[config.mk]
export PLATFORM = sky130hd
export DESIGN_NAME = if_fetch_ctrl
export DESIGN_NICKNAME = d
export VERILOG_FILES = /design/src/rtl/if_fetch_ctrl.sv
export SDC_FILE = /design/constraint.sdc
export NUM_CORES = 1
export LEC_CHECK = 0
export BUFFER_PORTS_ARGS = -buffer_cell sky130_fd_sc_hd__buf_2
export CORE_ASPECT_RATIO = 0.5
export CORE_MARGIN = 3
export CORE_UTILIZATION = 52
export CTS_CLUSTER_DIAMETER = 150
export DETAILED_ROUTE_END_ITERATION = 12
export GPL_ROUTABILITY_DRIVEN = 0
export GPL_TIMING_DRIVEN = 0
export PLACE_DENSITY = 0.94
export SETUP_SLACK_MARGIN = 0.05
export SYNTH_ARGS = -nofsm -noshare
export SYNTH_HDL_FRONTEND = slang
export SYNTH_SLANG_ARGS = --single-unit
[constraint.sdc]
create_clock -name clk -period 3.35 [get_ports clk]
set_input_delay 0.335 -clock clk [delete_from_list [all_inputs] [get_ports clk]]
set_output_delay 0.335 -clock clk [all_outputs]
set_load 0.02 [all_outputs]
[src/rtl/if_fetch_ctrl.sv]
// ============================================================================
// Module  : if_fetch_ctrl
// Brief   : Pre-IF fetch controller. Issues instruction fetches, buffers one
//           returned instruction for IF, and handles flush/branch redirects.
// Rev     : 1.0  initial release
// ============================================================================
`default_nettype none

module if_fetch_ctrl #(
   parameter logic [31:0] RESET_PC = 32'hbfc00000
) (
   input  logic        clk,
   input  logic        reset,
   input  logic        ws_handle_ex,
   input  logic [31:0] ex_pc,
   input  logic        br_taken,
   input  logic [31:0] br_target,
   output logic        inst_req,
   output logic [31:0] inst_addr,
   input  logic        inst_addr_ok,
   input  logic        inst_data_ok,
   input  logic [31:0] inst_rdata,
   input  logic        fs_allowin,
   output logic        fs_valid,
   output logic [31:0] fs_pc,
   output logic [31:0] fs_inst,
   output logic        fs_adel
);

   typedef enum logic [1:0] {
      S_IDLE = 2'd0,
      S_REQ  = 2'd1,
      S_WAIT = 2'd2,
      S_HOLD = 2'd3
   } state_t;

   state_t      r_state;
   logic [31:0] r_pc;
   logic [31:0] r_addr;
   logic        r_cancel;
   logic        r_req;
   logic        r_fs_valid;
   logic        r_adel;
   logic [31:0] r_inst;

   logic        w_redir;
   logic [31:0] w_target;

   assign w_redir  = ws_handle_ex | br_taken;
   assign w_target = ws_handle_ex ? ex_pc : br_target;

   always_ff @(posedge clk) begin
      if (reset) begin
         r_state    <= S_IDLE;
         r_pc       <= RESET_PC;
         r_addr     <= RESET_PC;
         r_cancel   <= 1'b0;
         r_req      <= 1'b0;
         r_fs_valid <= 1'b0;
         r_adel     <= 1'b0;
         r_inst     <= 32'd0;
      end else begin
         if (w_redir) begin
            r_pc <= w_target;
         end
         case (r_state)
            S_IDLE: begin
               if (w_redir) begin
                  r_state <= S_IDLE;
               end else if (r_pc[1:0] != 2'b00) begin
                  r_state    <= S_HOLD;
                  r_fs_valid <= 1'b1;
                  r_adel     <= 1'b1;
                  r_inst     <= 32'd0;
               end else begin
                  r_state <= S_REQ;
                  r_req   <= 1'b1;
                  r_addr  <= r_pc;
               end
            end
            S_REQ: begin
               // A request already on the bus must complete; its response is dropped later.
               if (w_redir) begin
                  r_cancel <= 1'b1;
               end
               if (inst_addr_ok) begin
                  r_req   <= 1'b0;
                  r_state <= S_WAIT;
               end
            end
            S_WAIT: begin
               if (inst_data_ok) begin
                  r_cancel <= 1'b0;
                  if (r_cancel || w_redir) begin
                     r_state <= S_IDLE;
                  end else begin
                     r_state    <= S_HOLD;
                     r_fs_valid <= 1'b1;
                     r_adel     <= 1'b0;
                     r_inst     <= inst_rdata;
                  end
               end else if (w_redir) begin
                  r_cancel <= 1'b1;
               end
            end
            S_HOLD: begin
               // Redirect wins over a same-cycle accept: the buffered instruction is discarded.
               if (w_redir) begin
                  r_state    <= S_IDLE;
                  r_fs_valid <= 1'b0;
                  r_adel     <= 1'b0;
               end else if (fs_allowin) begin
                  r_pc       <= r_pc + 32'd4;
                  r_state    <= S_IDLE;
                  r_fs_valid <= 1'b0;
                  r_adel     <= 1'b0;
               end
            end
            default: begin
               r_state <= S_IDLE;
            end
         endcase
      end
   end

   assign inst_req  = r_req;
   assign inst_addr = r_addr;
   assign fs_valid  = r_fs_valid;
   assign fs_pc     = r_pc;
   assign fs_inst   = r_inst;
   assign fs_adel   = r_adel;

endmodule

`default_nettype wire

* Word level (Yosys, flattened, before mapping)
Cells that the tools add are included.
** Storage, ports and cells
- Bits in registers :: 102
- Latch bits :: 0
- Bits in writable memories :: 0
- Bits in read-only memories :: 0
- Input port bits :: 103
- Output and inout port bits :: 99
- Logic and storage cells :: 69
- Memories :: 0
** Cells by class
- Add/sub/neg operators :: 1
- Multipliers :: 0
- Divide/modulo/power cells :: 0
- Order comparisons :: 0
- Equal/unequal tests :: 10
- Shift operators :: 0
- Multiplexer cells :: 35
- Bitwise operators :: 3
- Reductions and logical operators :: 12
** Operators with widths (count)
- 32-bit 2-to-1 mux :: 9
- 32-bit case mux with 2 select lines :: 1
- 32-bit by 3-bit adder with 32-bit output (second input constant) :: 1
- 2-bit 2-to-1 mux :: 7
- 1-bit 2-to-1 mux :: 13
- 2-bit != test (second input constant) :: 6
- 2-bit case mux with 4 select lines :: 1
- 2-bit nonzero test :: 4
- 1-bit case mux with 3 select lines :: 2
- 3-bit AND reduction :: 2
- 6-bit AND reduction :: 1
- 5-bit AND reduction :: 1
- 2-bit == test (second input constant) :: 2
- 1-bit case mux with 2 select lines :: 2
- 4-bit AND reduction :: 1
- 3-bit != test (second input constant) :: 1
- 3-bit nonzero test :: 1
- 2-bit by 1-bit == test with 1-bit output (second input constant) :: 1
- 2-bit zero test :: 1
- 1-bit inverter :: 2
- 1-bit logical OR :: 1
- 1-bit OR :: 1

* Logic depth before layout (Yosys ltp)
- Depth in word-level cells :: 5
- Mapped depth :: 8
- Depth with buffers taken out :: 7

* Worst setup path before layout
No wires, ideal clock.
- Path kind :: flip-flop to flip-flop
- Start :: register r_pc[2] (netlist: fs_pc[2])
- End :: register r_pc[14] (netlist: fs_pc[14])
- Setup time :: 122 ps
- Arrival time :: 1713 ps
- Data required time :: 3228 ps
- Setup slack :: 1515 ps
- Stages on the path, launching flop included :: 6
- Buffers on the path :: 0
- Clock period less this slack :: 1835 ps
- Cell sequence :: dfxtp_1 > ha_1 > nand4_1 > nor3_4 > o21ai_0 > a311o_1
** On the way
- Word-level cells in the longest chain between the ends :: 4
** Ends and longest elaborated chain
- start: declaration :: line 38 : logic [31:0] r_pc;
- start signal: assignment :: line 64 : r_pc <= w_target;
- start signal: assignment :: line 113 : r_pc <= r_pc + 32'd4;
- 32-bit by 3-bit adder with 32-bit output :: line 113
- 32-bit 2-to-1 mux :: line 112 : end else if (fs_allowin) begin
- 32-bit 2-to-1 mux :: line 108 : if (w_redir) begin
- 32-bit 2-to-1 mux :: line 66 : case (r_state)
Every way passes these cells.
A chain may end at the register's enable or synchronous reset.

* Final worst setup path
- Start :: register r_state[0]
- End :: register r_inst[19] (netlist: fs_inst[19])
** On the way
- Word-level cells in the longest chain between the ends :: 3
- Elaborated cells on any way between the ends :: 9
- Classes of those cells :: 5 x eq/ne; 1 x mux; 3 x reduce/logical
** Ends and longest elaborated chain
- start: declaration :: line 37 : state_t r_state;
- start signal: assignment :: line 54 : r_state <= S_IDLE;
- start signal: assignment :: line 69 : r_state <= S_IDLE;
- start signal: assignment :: line 71 : r_state <= S_HOLD;
- 2-bit == test or 2-bit zero test (tied branches) :: line 66
- 2-bit != test (no source line) or 2-bit nonzero test (tied branches)
- 5-bit AND reduction (no source line)
- end signal: assignment :: line 100 : r_inst <= inst_rdata;
- end: declaration :: line 44 : logic [31:0] r_inst;
Parallel ways exist; a longest one is shown, timed or not.

==> reports/qor.csv <==
metric,value,unit
WS Path Type,flop to flop,
CTS tree,built,
CTS Buffer Depth,2,
worst hold path stage count,3,
vias post-DR,5534,
clock power share,37.9,%
num ports,202,
area grow syn2layout,30.41,%
Max Fclk,0.4206,GHz
Starting Density,56.27,%
"FF+latch count, synth",102,
Fin. Hold Viols,0,
Reg area,2042,um2
fin. max-slew vios,0,
Net Sw Frac,27.92,%
Post-Syn Nets,700,
design internal power,2.082,mW
crit path time final,2.377,ns
die area,10380,um2
worst hold endpoint,fs_pc[24],
sequential fraction of design power,46.1,%
antenna violations before repair,0,
yosys warns,0,
hold_buf cts,0,
Pleak,2.733,nW
R2R depth,8,
RSZ-0062 raised after global routing,false,
Via density,6.028,
Gate Count Post-Synth,591,
Max-Cap Viols,0,
dominant cell type by area after synthesis,dfxtp_1,
post-CTS sizing,0,
worst r2r src,r_state[0],
outcome,"complete, no violations",
Mapped Avg Cell Area,8.028,um2
hold crit path type,input port to flop,
Placeable Area,8432,um2
largest net degree at the start of global routing,16,
Initial DRC Count,705,
WHS,0.2223,ns
synthesized area,4745,um2
WL per Instance,17.90,um
Total GRT Usage,30.85,%
cell area power density,466.9,nW/um2
TNS Setup,0,ns
clock transition at the registers of the reported paths,0.07,ns
fraction of layout cells with a size suffix above 1,28.94,%
H-Tree Level Count,3,
"reg-to-reg slack, setup",0.97,ns
area of the multi-input gates,2492,um2
"Arr. time, crit path",2.64,ns
# port buffers,199,
Worst setup EP type,flop,
clock buffer count from CTS,9,
Worst slew margin,53.85,%
Final #Nets,910,
HP Start,ex_pc[24],
num rows,23,
Residual DRC,0,
Net Switching,0.8065,mW
# Post-CTS Setup Buffers,0,
Peak VDD IR,0.0002776,V
latest clock arrival within the worst-skew pair,0.35,ns
post-DP HPWL,12100,um
synth top area cells,"dfxtp_1, nand2_1, a21oi_1",
Gate power share,16.0,%
crit share post-route,70.97,%
Setup-failing EPs final,0,
Post-synth EDFFs,0,
top-area cell type share of the netlist area,43.04,%
Final Routed Wirelength,16440,um
Main synth FF type,dfxtp_1,
Netlist cell types,58,
Startpoint Class,flop,
Root Driver,clkbuf_16,
fill count,644,
DRT antenna net count,0,
Synth async-reset ratio,0,%
CP Max Fanout,10,
register area share after synthesis,43.04,%
DIE HEIGHT,73.55,um
Clock Skews,0.007816,ns
first-pass GRT wire length,25600,um
Chip Width,141.1,um
Critical Path RT,3.62,ns
Overflow after GRT,0,
Reg2Reg Capture Point,fs_inst[19],
CTS sink cnt,102,
vias in the first global route,5263,
First-pass DRT Iterations,5,
Worst-Margin Slew,0.6923,ns
-- worst max-delay path by stage --
| stage | cells after the start | endpoint | slack, ns | startpoint |
|---|---|---|---|---|
| after floorplan | 5 | fs_pc[14] | 1.52 | fs_pc[2] |
| after global placement | 8 | fs_inst[28] | 1.11 | r_state[0] |
| after detailed placement | 8 | fs_inst[19] | 0.98 | r_state[0] |
| after CTS | 8 | fs_inst[19] | 0.97 | r_state[0] |
| after global routing | 8 | fs_inst[27] | 0.77 | r_state[0] |
| final | 8 | fs_inst[19] | 0.97 | r_state[0] |
-- layer usage --
layer	wire length [um]	global-route usage [%]	vias to the layer above	part of all wire, %
met5	0	0	-	0
met4	598	13.53	0	3.6
met3	1788	7.867	69	11
met2	7710	53.14	379	47
met1	6339	37.14	2555	39
li1	-	-	2531	-
-- power by group through the flow --
| stage | Sequential [mW] | Combinational, mW | Clock, mW |
|---|---|---|---|
| CTS | 1.33 | 0.455 | 1.10 |
| global placement | 1.35 | 0.438 | 0 |
| floorplan | 1.41 | 0.206 | 0 |
| detailed placement | 1.35 | 0.450 | 0 |
| finish | 1.33 | 0.462 | 1.10 |
| global route | 1.34 | 0.499 | 1.16 |
-- area by class of cell --
type                    instances  area share, %
repair buffers                199          16.10
clock inverters                 5          1.213
well taps                     112          2.265
multi-input cells             435          40.28
flip-flops and latches        102          33.00
plain buffers                  40          2.548
diodes                          1        0.04044
clock buffers                  10          3.701
inverters                      14         0.8493
-- flip-flops by register name (all words and copies together), names as in the netlist --
| signal | cells |
|---|---|
| fs_inst | 32 |
| fs_pc | 32 |
| inst_addr | 32 |
| r_state | 2 |
| fs_adel | 1 |
| fs_valid | 1 |
| inst_req | 1 |
| r_cancel | 1 |
-- cells in the mapped netlist, drive strengths merged (2+ instances only) --
cell type / instances
mux2i: 6
nor4: 4
a21oi: 65
a221o: 3
dfxtp: 102
a311oi: 2
inv: 14
a222oi: 2
o22ai: 8
nor2: 31
nand2: 118
and2: 2
o2bb2ai: 2
a22oi: 5
xor2: 19
nor2b: 5
nand2b: 3
nand3: 55
xnor2: 2
o211ai: 4
nand4: 17
a31o: 2
a221oi: 8
a211oi: 6
nand4b: 2
ha: 6
and3: 7
a22o: 2
o32ai: 2
clkbuf: 33
buf: 7
o221a: 2
nor3: 9
o21ai: 19
a31oi: 3
-- through the flow --
stage          instances  util (%)  setup slack [ns]  cell area (um2)  total power, mW
2_1_floorplan        591         -             1.515             4745            1.612
3_3_place_gp         902     69.74             1.114             5881            1.790
3_5_place_dp         902     69.74            0.9785             5881            1.805
4_1_cts              917     73.35            0.9656             6185            2.886
5_1_grt              917     73.35            0.7690             6185            2.991
6_report             918     73.38            0.9725             6187            2.889
-- placed cells by master, fill, tap and decap left out, types with 4 or more instances in the layout --
master     instances
mux2i_1            6
a211oi_1           6
xor2_1            19
a21oi_1           65
ha_1               6
a22oi_1            5
o211ai_1           4
nor4_1             4
nor3_1             6
nor2b_1            5
nand4_1           15
nand3_1           53
dfxtp_1          102
buf_2            205
clkbuf_16          9
o22ai_1            7
o21ai_0           19
and3_1             7
nand2_1          118
a221oi_1           7
nor2_1            30
inv_1             14
clkbuf_1          34
-- logic make-up after synthesis --
group           share of synthesized area [%]
buf+inv                                 4.430
xor+xnor                                3.877
flops                                   43.04
fa+ha+maj                               1.582
simple gates                            26.50
compound gates                          19.30
mux                                     1.266
-- critical path, cell delays in order, from the launching register on --
cell and delay [ns]:
dfxtp_1 0.42, inv_1 0.11, ha_1 0.22, clkbuf_1 0.22
nand2b_1 0.24, a221oi_2 0.46, buf_2 0.31, nand3_1 0.12
a21oi_1 0.20
(Power assumes the default switching activity.)
